### config.mk
export PLATFORM = sky130hd
export DESIGN_NAME = i2s_rx_stereo
export DESIGN_NICKNAME = d
export VERILOG_FILES = /design/src/rtl/i2s_pkg.sv /design/src/rtl/i2s_sync_edge.sv /design/src/rtl/i2s_rx_stereo.sv
export SDC_FILE = /design/constraint.sdc
export NUM_CORES = 1
export LEC_CHECK = 0
export BUFFER_PORTS_ARGS = -buffer_cell sky130_fd_sc_hd__buf_4
export CORE_UTILIZATION = 45
export CTS_CLUSTER_SIZE = 25
export DETAILED_ROUTE_END_ITERATION = 7
export GPL_TIMING_DRIVEN = 0
export PLACE_DENSITY = 0.73
export SLEW_MARGIN = 20
export SYNTH_ARGS = -nofsm -noshare
export SYNTH_HDL_FRONTEND = slang
export SYNTH_HIERARCHICAL = 1
export SYNTH_SLANG_ARGS = --single-unit
### constraint.sdc
create_clock -name clk -period 6.2 [get_ports clk]
set_input_delay 0.31 -clock clk [delete_from_list [all_inputs] [get_ports clk]]
set_output_delay 0.31 -clock clk [all_outputs]
set_load 0.01 [all_outputs]
### src/rtl/i2s_pkg.sv
// Shared types and sizing constants for the I2S stereo receiver.
package i2s_pkg;

  localparam int unsigned I2S_MAX_SLOT = 64;
  localparam int unsigned I2S_BITCNT_W = $clog2(I2S_MAX_SLOT + 2);

  typedef enum logic [1:0] {
    IDLE,
    LEFT,
    RIGHT
  } i2s_rx_state_e;

endpackage

### src/rtl/i2s_sync_edge.sv
// Synchronises bclk/lrclk/sdata into clk and strobes on each bclk rising edge,
// with lrclk/sdata delayed to line up with the strobe.
module i2s_sync_edge #(
  parameter int unsigned SYNC_STAGES = 2
) (
  input  logic clk,
  input  logic reset,
  input  logic i_bclk,
  input  logic i_lrclk,
  input  logic i_sdata,
  output logic o_bclk_rise,
  output logic o_lrclk,
  output logic o_sdata
);

  logic [SYNC_STAGES-1:0] r_bclk_sync;
  logic [SYNC_STAGES-1:0] r_lrclk_sync;
  logic [SYNC_STAGES-1:0] r_sdata_sync;
  logic                   r_bclk_prev;
  logic                   r_rise;
  logic                   r_lrclk;
  logic                   r_sdata;

  always_ff @(posedge clk) begin
    if (reset) begin
      r_bclk_sync  <= '0;
      r_lrclk_sync <= '0;
      r_sdata_sync <= '0;
      r_bclk_prev  <= 1'b0;
      r_rise       <= 1'b0;
      r_lrclk      <= 1'b0;
      r_sdata      <= 1'b0;
    end else begin
      r_bclk_sync  <= {r_bclk_sync[SYNC_STAGES-2:0], i_bclk};
      r_lrclk_sync <= {r_lrclk_sync[SYNC_STAGES-2:0], i_lrclk};
      r_sdata_sync <= {r_sdata_sync[SYNC_STAGES-2:0], i_sdata};
      r_bclk_prev  <= r_bclk_sync[SYNC_STAGES-1];
      r_rise       <= r_bclk_sync[SYNC_STAGES-1] & ~r_bclk_prev;
      r_lrclk      <= r_lrclk_sync[SYNC_STAGES-1];
      r_sdata      <= r_sdata_sync[SYNC_STAGES-1];
    end
  end

  assign o_bclk_rise = r_rise;
  assign o_lrclk     = r_lrclk;
  assign o_sdata     = r_sdata;

endmodule

### src/rtl/i2s_rx_stereo.sv
// I2S stereo receiver: deserialises left/right slots and presents one pair per frame
// on valid/ready. Define I2S_RX_LJ_MODE_EN to add the lj_mode (left-justified) input.
module i2s_rx_stereo
  import i2s_pkg::*;
#(
  parameter int unsigned DATA_W      = 24,
  parameter int unsigned SLOT_W      = 32,
  parameter int unsigned SYNC_STAGES = 2
) (
  input  logic              clk,
  input  logic              reset,
  input  logic              enable,
`ifdef I2S_RX_LJ_MODE_EN
  input  logic              lj_mode,
`endif
  input  logic              bclk,
  input  logic              lrclk,
  input  logic              sdata,
  output logic [DATA_W-1:0] out_left,
  output logic [DATA_W-1:0] out_right,
  output logic              out_valid,
  input  logic              out_ready,
  output logic              overrun,
  output logic              frame_err
);

  localparam int unsigned CNT_W = I2S_BITCNT_W;
  localparam logic [CNT_W-1:0] CNT_DATA = CNT_W'(DATA_W);
  localparam logic [CNT_W-1:0] CNT_SLOT = CNT_W'(SLOT_W);
  localparam logic [CNT_W-1:0] CNT_MAX  = CNT_W'(SLOT_W + 1);

  // Short slots are MSB-aligned with zero LSBs.
  function automatic logic [DATA_W-1:0] f_align(input logic [DATA_W-1:0] sh,
                                                input logic [CNT_W-1:0]  cnt);
    logic [DATA_W-1:0] res;
    if (cnt >= CNT_DATA) res = sh;
    else                 res = sh << (CNT_DATA - cnt);
    return res;
  endfunction

  logic              w_rise, w_lr, w_sd, w_lj_in;
  logic              w_boundary, w_long, w_short, w_pair;
  logic [CNT_W-1:0]  w_cnt_inc, w_close_cnt, w_start_cnt;
  logic [DATA_W-1:0] w_shift_in, w_close_shift, w_close_word, w_start_shift;

  i2s_rx_state_e     r_state, w_state_nxt;
  logic              r_lr_prev, r_lj, w_lj_nxt;
  logic [DATA_W-1:0] r_shift, w_shift_nxt, r_left_word, w_left_nxt;
  logic [CNT_W-1:0]  r_bit_cnt, w_cnt_nxt;
  logic [DATA_W-1:0] r_out_left, r_out_right, w_out_left_nxt, w_out_right_nxt;
  logic              r_out_valid, w_out_valid_nxt;
  logic              r_overrun, w_overrun_nxt, r_frame_err, w_frame_err_nxt;

`ifdef I2S_RX_LJ_MODE_EN
  assign w_lj_in = lj_mode;
`else
  assign w_lj_in = 1'b0;
`endif

  i2s_sync_edge #(.SYNC_STAGES(SYNC_STAGES)) u_sync (
    .clk        (clk),
    .reset      (reset),
    .i_bclk     (bclk),
    .i_lrclk    (lrclk),
    .i_sdata    (sdata),
    .o_bclk_rise(w_rise),
    .o_lrclk    (w_lr),
    .o_sdata    (w_sd)
  );

  assign w_boundary = w_rise & (w_lr != r_lr_prev);
  assign w_cnt_inc  = (r_bit_cnt == CNT_MAX) ? r_bit_cnt : r_bit_cnt + CNT_W'(1);
  assign w_shift_in = (r_bit_cnt < CNT_DATA) ? {r_shift[DATA_W-2:0], w_sd} : r_shift;
  assign w_long     = (r_bit_cnt == CNT_SLOT);

  // In I2S mode D_n still belongs to the closing slot; in LJ mode it opens the next one.
  assign w_close_shift = r_lj ? r_shift : w_shift_in;
  assign w_close_cnt   = r_lj ? r_bit_cnt : w_cnt_inc;
  assign w_close_word  = f_align(w_close_shift, w_close_cnt);
  assign w_short       = (w_close_cnt < CNT_DATA);
  assign w_start_shift = r_lj ? DATA_W'(w_sd) : '0;
  assign w_start_cnt   = r_lj ? CNT_W'(1) : '0;

  always_comb begin
    w_state_nxt     = r_state;
    w_shift_nxt     = r_shift;
    w_cnt_nxt       = r_bit_cnt;
    w_left_nxt      = r_left_word;
    w_lj_nxt        = r_lj;
    w_pair          = 1'b0;
    w_frame_err_nxt = 1'b0;
    w_out_left_nxt  = r_out_left;
    w_out_right_nxt = r_out_right;
    w_out_valid_nxt = r_out_valid;
    w_overrun_nxt   = 1'b0;

    if (r_state == IDLE) w_lj_nxt = w_lj_in;

    if (!enable) begin
      w_state_nxt = IDLE;
      w_shift_nxt = '0;
      w_cnt_nxt   = '0;
    end else begin
      case (r_state)
        IDLE: begin
          if (w_boundary && !w_lr) begin
            w_state_nxt = LEFT;
            w_shift_nxt = w_start_shift;
            w_cnt_nxt   = w_start_cnt;
          end
        end
        LEFT, RIGHT: begin
          if (w_boundary) begin
            w_frame_err_nxt = w_short | (w_long & ~r_lj);
            w_shift_nxt     = w_start_shift;
            w_cnt_nxt       = w_start_cnt;
            if (r_state == LEFT) begin
              w_state_nxt = RIGHT;
              w_left_nxt  = w_close_word;
            end else begin
              w_state_nxt = LEFT;
              w_pair      = 1'b1;
            end
          end else if (w_rise) begin
            w_shift_nxt     = w_shift_in;
            w_cnt_nxt       = w_cnt_inc;
            w_frame_err_nxt = w_long;
          end
        end
        default: w_state_nxt = IDLE;
      endcase
    end

    // Output handshake: a new pair always wins; an unaccepted pending pair is an overrun.
    if (w_pair) begin
      w_out_left_nxt  = r_left_word;
      w_out_right_nxt = w_close_word;
      w_out_valid_nxt = 1'b1;
      w_overrun_nxt   = r_out_valid & ~out_ready;
    end else if (r_out_valid && out_ready) begin
      w_out_valid_nxt = 1'b0;
    end
  end

  always_ff @(posedge clk) begin
    if (reset) begin
      r_state     <= IDLE;
      r_lr_prev   <= 1'b0;
      r_lj        <= 1'b0;
      r_shift     <= '0;
      r_bit_cnt   <= '0;
      r_left_word <= '0;
      r_out_left  <= '0;
      r_out_right <= '0;
      r_out_valid <= 1'b0;
      r_overrun   <= 1'b0;
      r_frame_err <= 1'b0;
    end else begin
      r_state     <= w_state_nxt;
      if (w_rise) r_lr_prev <= w_lr;
      r_lj        <= w_lj_nxt;
      r_shift     <= w_shift_nxt;
      r_bit_cnt   <= w_cnt_nxt;
      r_left_word <= w_left_nxt;
      r_out_left  <= w_out_left_nxt;
      r_out_right <= w_out_right_nxt;
      r_out_valid <= w_out_valid_nxt;
      r_overrun   <= w_overrun_nxt;
      r_frame_err <= w_frame_err_nxt;
    end
  end

  assign out_left  = r_out_left;
  assign out_right = r_out_right;
  assign out_valid = r_out_valid;
  assign overrun   = r_overrun;
  assign frame_err = r_frame_err;

endmodule
==> implementation parameters <==
Parameter                              Value

Run status
  Result of the run    completed

Critical path
  Register-to-Register Path Depth    16
  Worst flop-to-flop path startpoint    r_bit_cnt[1]
  Nature of the critical path startpoint    flip-flop
  Reg2Reg Capture Point    r_left_word[20]
  Register-to-register setup slack    1.85 ns
  CP required    6.47 ns
  Setup crit end kind    flip-flop
  Worst-path fanout max    10
  Data arrival time of the critical path    4.62 ns
  Startpoint-to-endpoint class of the critical path    reg -> reg

Clock tree
  H-Tree Depth    4
  Total clock sinks    119
  CTS root buffer    clkbuf_16
  Worst-path clk slew    0.06 ns
  TritonCTS clock tree    done
  Post-CTS Repair Setup Buffers    0
  Total CTS buffers    17
  Max Buffers Root-to-Sink    2
  Hold bufs inserted after CTS    0
  Resized Gates After CTS    0
  Clock latency on the worst-skew pair    0.42 ns

STA
  Fmax achieved    230 MHz
  RSZ-0062 raised after global routing    no
  Actual transition at the worst max-transition pin    0.981 ns
  Max-slew violation count    0
  Final hold violation count    0
  Setup Skew    0.00623 ns
  Final number of setup-violating endpoints    0
  Post-layout min period    4.35 ns
  Final-layout setup total negative slack    0 ns
  Relative slew slack    0.341
  Portion of the clock cycle consumed by the worst path in the final layout    0.701

GRT
  Sum of overflow across all layers after global routing    0
  GRT Util Overall    0.263
  Maximum number of pins on one net before global-route repair    17
  Wire length of the first global-routing pass    32.2 mm
  Number of antenna violations at the first check in global routing    0
  Vias in the first global route    6083

Floorplanning
  Core footprint    0.0146 sq mm
  Overall die area    0.0155 sq mm
  I/O Pins    58
  Initial core utilization    0.463
  Cell row count    44
  Y dimension of the die    125 um
  DIE WIDTH    125 um

Logic synthesis
  Fraction of registers with async set or reset after synthesis    0
  Area contributors post-synth    dfxtp_1 (35%), mux4_2 (6.3%), nand2_1 (6.2%), nor2_1 (5.9%), mux2i_1 (3.8%)
  Mean cell area of the mapped netlist    8.48 sq um
  Post-synthesis instance area    0.00676 sq mm
  Cell type with the largest total area after synthesis    dfxtp_1
  Synthesis warning total    6
  Synthesized netlist cell count    797
  Part of the Yosys area used for sequential elements    0.352
  Fraction of synthesized cell area taken by the top area cell type    0.352
  Net count of the mapped netlist    813
  Primary flip-flop cell chosen by synthesis mapping    dfxtp_1
  Count of distinct cell types in the synthesized netlist    84
  Number of enable-type register cells in the synthesized netlist    0
  FF+latch count, synth    119
  Most used standard cell by instance count after synthesis    dfxtp_1
  Cell types with the highest counts after synthesis    dfxtp_1 (119), nand2_1 (111), nor2_1 (107)

Routing
  Via density per instance    5.95
  DR WL met3    1.55 mm
  Total length of routed wires    19.9 mm
  Number of antenna-violating nets in the routed design    0
  M1 WL    8.65 mm
  Met2 wire len    9.14 mm
  Drt initial violations    685
  Top Layer Used    met4
  Routed wire per std cell    18.6 um
  Detailed-router iteration count before antenna repair    5
  Via count    6369
  Remaining design rule violation count    0

Final layout
  Filler instances    1394
  Final std cells w/o fill    1070
  Multi-input gate area in the final layout    0.00405 sq mm
  Sequential cell area    0.00238 sq mm
  Ratio of cells with drive above 1 in the final layout    0.196
  Layout Utilization    0.550
  Synth-to-Final Area Change    18.6%
  Antenna fix cells    0
  Total Nets Final    889

Pwr
  Peak supply drop    187 uV
  P per Cell Area    223 mW/mm^2
  Static power due to leakage    2.88 nW

Placed design
  Dpl cells    1038
  Routability congestion estimate from global placement    0.960
  Port Buffer Count    57
  Sum of net half-perimeters after detailed placement    15.1 mm

Flow run
  Max-capacitance violation count    0

Min path
  Instance count along the most critical hold path    2
  Worst hold-check path type    in -> reg
  Hold path start    bclk
  Worst-case hold path end point    u_sync/r_bclk_sync[0]
critical path, stage by stage, from the launching register on:
cell	delay [ns]
dfxtp_1	0.47
inv_1	0.14
ha_1	0.23
and3b_1	0.23
a21oi_2	0.34
nor2_8	0.12
inv_8	0.11
buf_12	0.14
ha_1	0.22
clkbuf_1	0.25
inv_1	0.28
clkbuf_1	0.46
mux4_2	0.39
o211ai_1	0.41
nor4_1	0.09
a21oi_1	0.18
a311oi_1	0.11
cells by family (layout without fill, tap and decap cells):
group | Yosys count | count (layout) | share of synthesized area
flip-flops | 119 | 119 | 0.352
AND/OR/NAND/NOR | 334 | 334 | 0.235
multiplexers | 57 | 57 | 0.122
buffers and inverters | 72 | 161 | 0.0490
XOR/XNOR | 4 | 4 | 0.00740
AO/OA/AOI/OAI | 202 | 202 | 0.217
adder cells (fa/ha/maj) | 9 | 9 | 0.0167
layer usage:
layer | vias up | GRT usage
met3 | 47 | 0.0773
met1 | 2987 | 0.332
met2 | 270 | 0.420
met4 | 0 | 0.101
li1 | 3065 | -
met5 | - | 0
power by group:
group | switching (W) | internal, W | total [W]
combinational | 0.0000183 | 0.00000702 | 0.0000254
sequential | 0.00000110 | 0.000767 | 0.000769
clock | 0.000373 | 0.000617 | 0.000991
total | 0.000393 | 0.00139 | 0.00178
cell type report:
type | count | area share
timing repair buffer | 57 | 0.0534
inverter | 14 | 0.00749
clock buffer | 20 | 0.0570
sequential | 119 | 0.297
tap | 184 | 0.0287
clock inverter | 12 | 0.0178
buffer | 58 | 0.0339
multi-input combinational | 606 | 0.505
cell usage in the layout, fill, tap and decap left out, drive strengths merged, types with 3 or more instances in the layout:
| cell type | synthesis | final |
|---|---|---|
| a21oi | 49 | 49 |
| or3 | 6 | 6 |
| a221oi | 4 | 4 |
| clkinvlp | 0 | 4 |
| o32ai | 6 | 6 |
| mux4 | 19 | 19 |
| a31o | 3 | 3 |
| nand3 | 16 | 16 |
| nand2 | 111 | 111 |
| o22ai | 5 | 5 |
| nand3b | 4 | 4 |
| mux2i | 26 | 26 |
| a211oi | 14 | 14 |
| nor4 | 4 | 4 |
| and3 | 9 | 9 |
| nor2b | 10 | 10 |
| mux2 | 12 | 12 |
| buf | 24 | 81 |
| a22oi | 27 | 27 |
| nand4 | 5 | 5 |
| nand2b | 10 | 10 |
| clkinv | 0 | 3 |
| a31oi | 11 | 11 |
| o41ai | 6 | 6 |
| inv | 14 | 17 |
| o21a | 3 | 3 |
| o21ai | 32 | 32 |
| o211ai | 6 | 6 |
| nor3 | 25 | 25 |
| or2 | 3 | 3 |
| clkbuf | 34 | 54 |
| a311oi | 9 | 9 |
| and2 | 10 | 10 |
| o311a | 3 | 3 |
| a21o | 4 | 4 |
| ha | 9 | 9 |
| nor2 | 109 | 109 |
| dfxtp | 119 | 119 |
metrics by stage:
stage / total power (W) / area (sq um) / setup slack [ns] / hold WS (ns)
after floorplan: 0.000799 / 6760 / 2.53 / 0.381
after global placement: 0.000810 / 7420 / 1.90 / 0.408
after detailed placement: 0.000810 / 7420 / 1.88 / 0.400
after CTS: 0.00179 / 8020 / 1.85 / 0.0938
after global routing: 0.00183 / 8020 / 1.55 / 0.0873
final: 0.00178 / 8020 / 1.85 / 0.0987
how the worst max path moves through the flow:
stage / slack, ns / cells after the start / startpoint / end
2_1_floorplan: 2.53 / 14 / r_bit_cnt[0] / r_left_word[17]
3_3_place_gp: 1.90 / 16 / r_bit_cnt[1] / r_left_word[20]
3_5_place_dp: 1.88 / 16 / r_bit_cnt[1] / r_left_word[20]
4_1_cts: 1.85 / 16 / r_bit_cnt[1] / r_left_word[20]
5_1_grt: 1.55 / 16 / r_bit_cnt[1] / r_left_word[20]
6_report: 1.85 / 16 / r_bit_cnt[1] / r_left_word[20]
state kept, by name (all words and copies together) (netlist names), 7 cells and up:
| register | flops |
|---|---|
| out_right | 24 |
| out_left | 24 |
| r_shift | 24 |
| r_bit_cnt | 7 |
| r_left_word | 24 |
No activity file was read; power rests on OpenSTA's default activity.
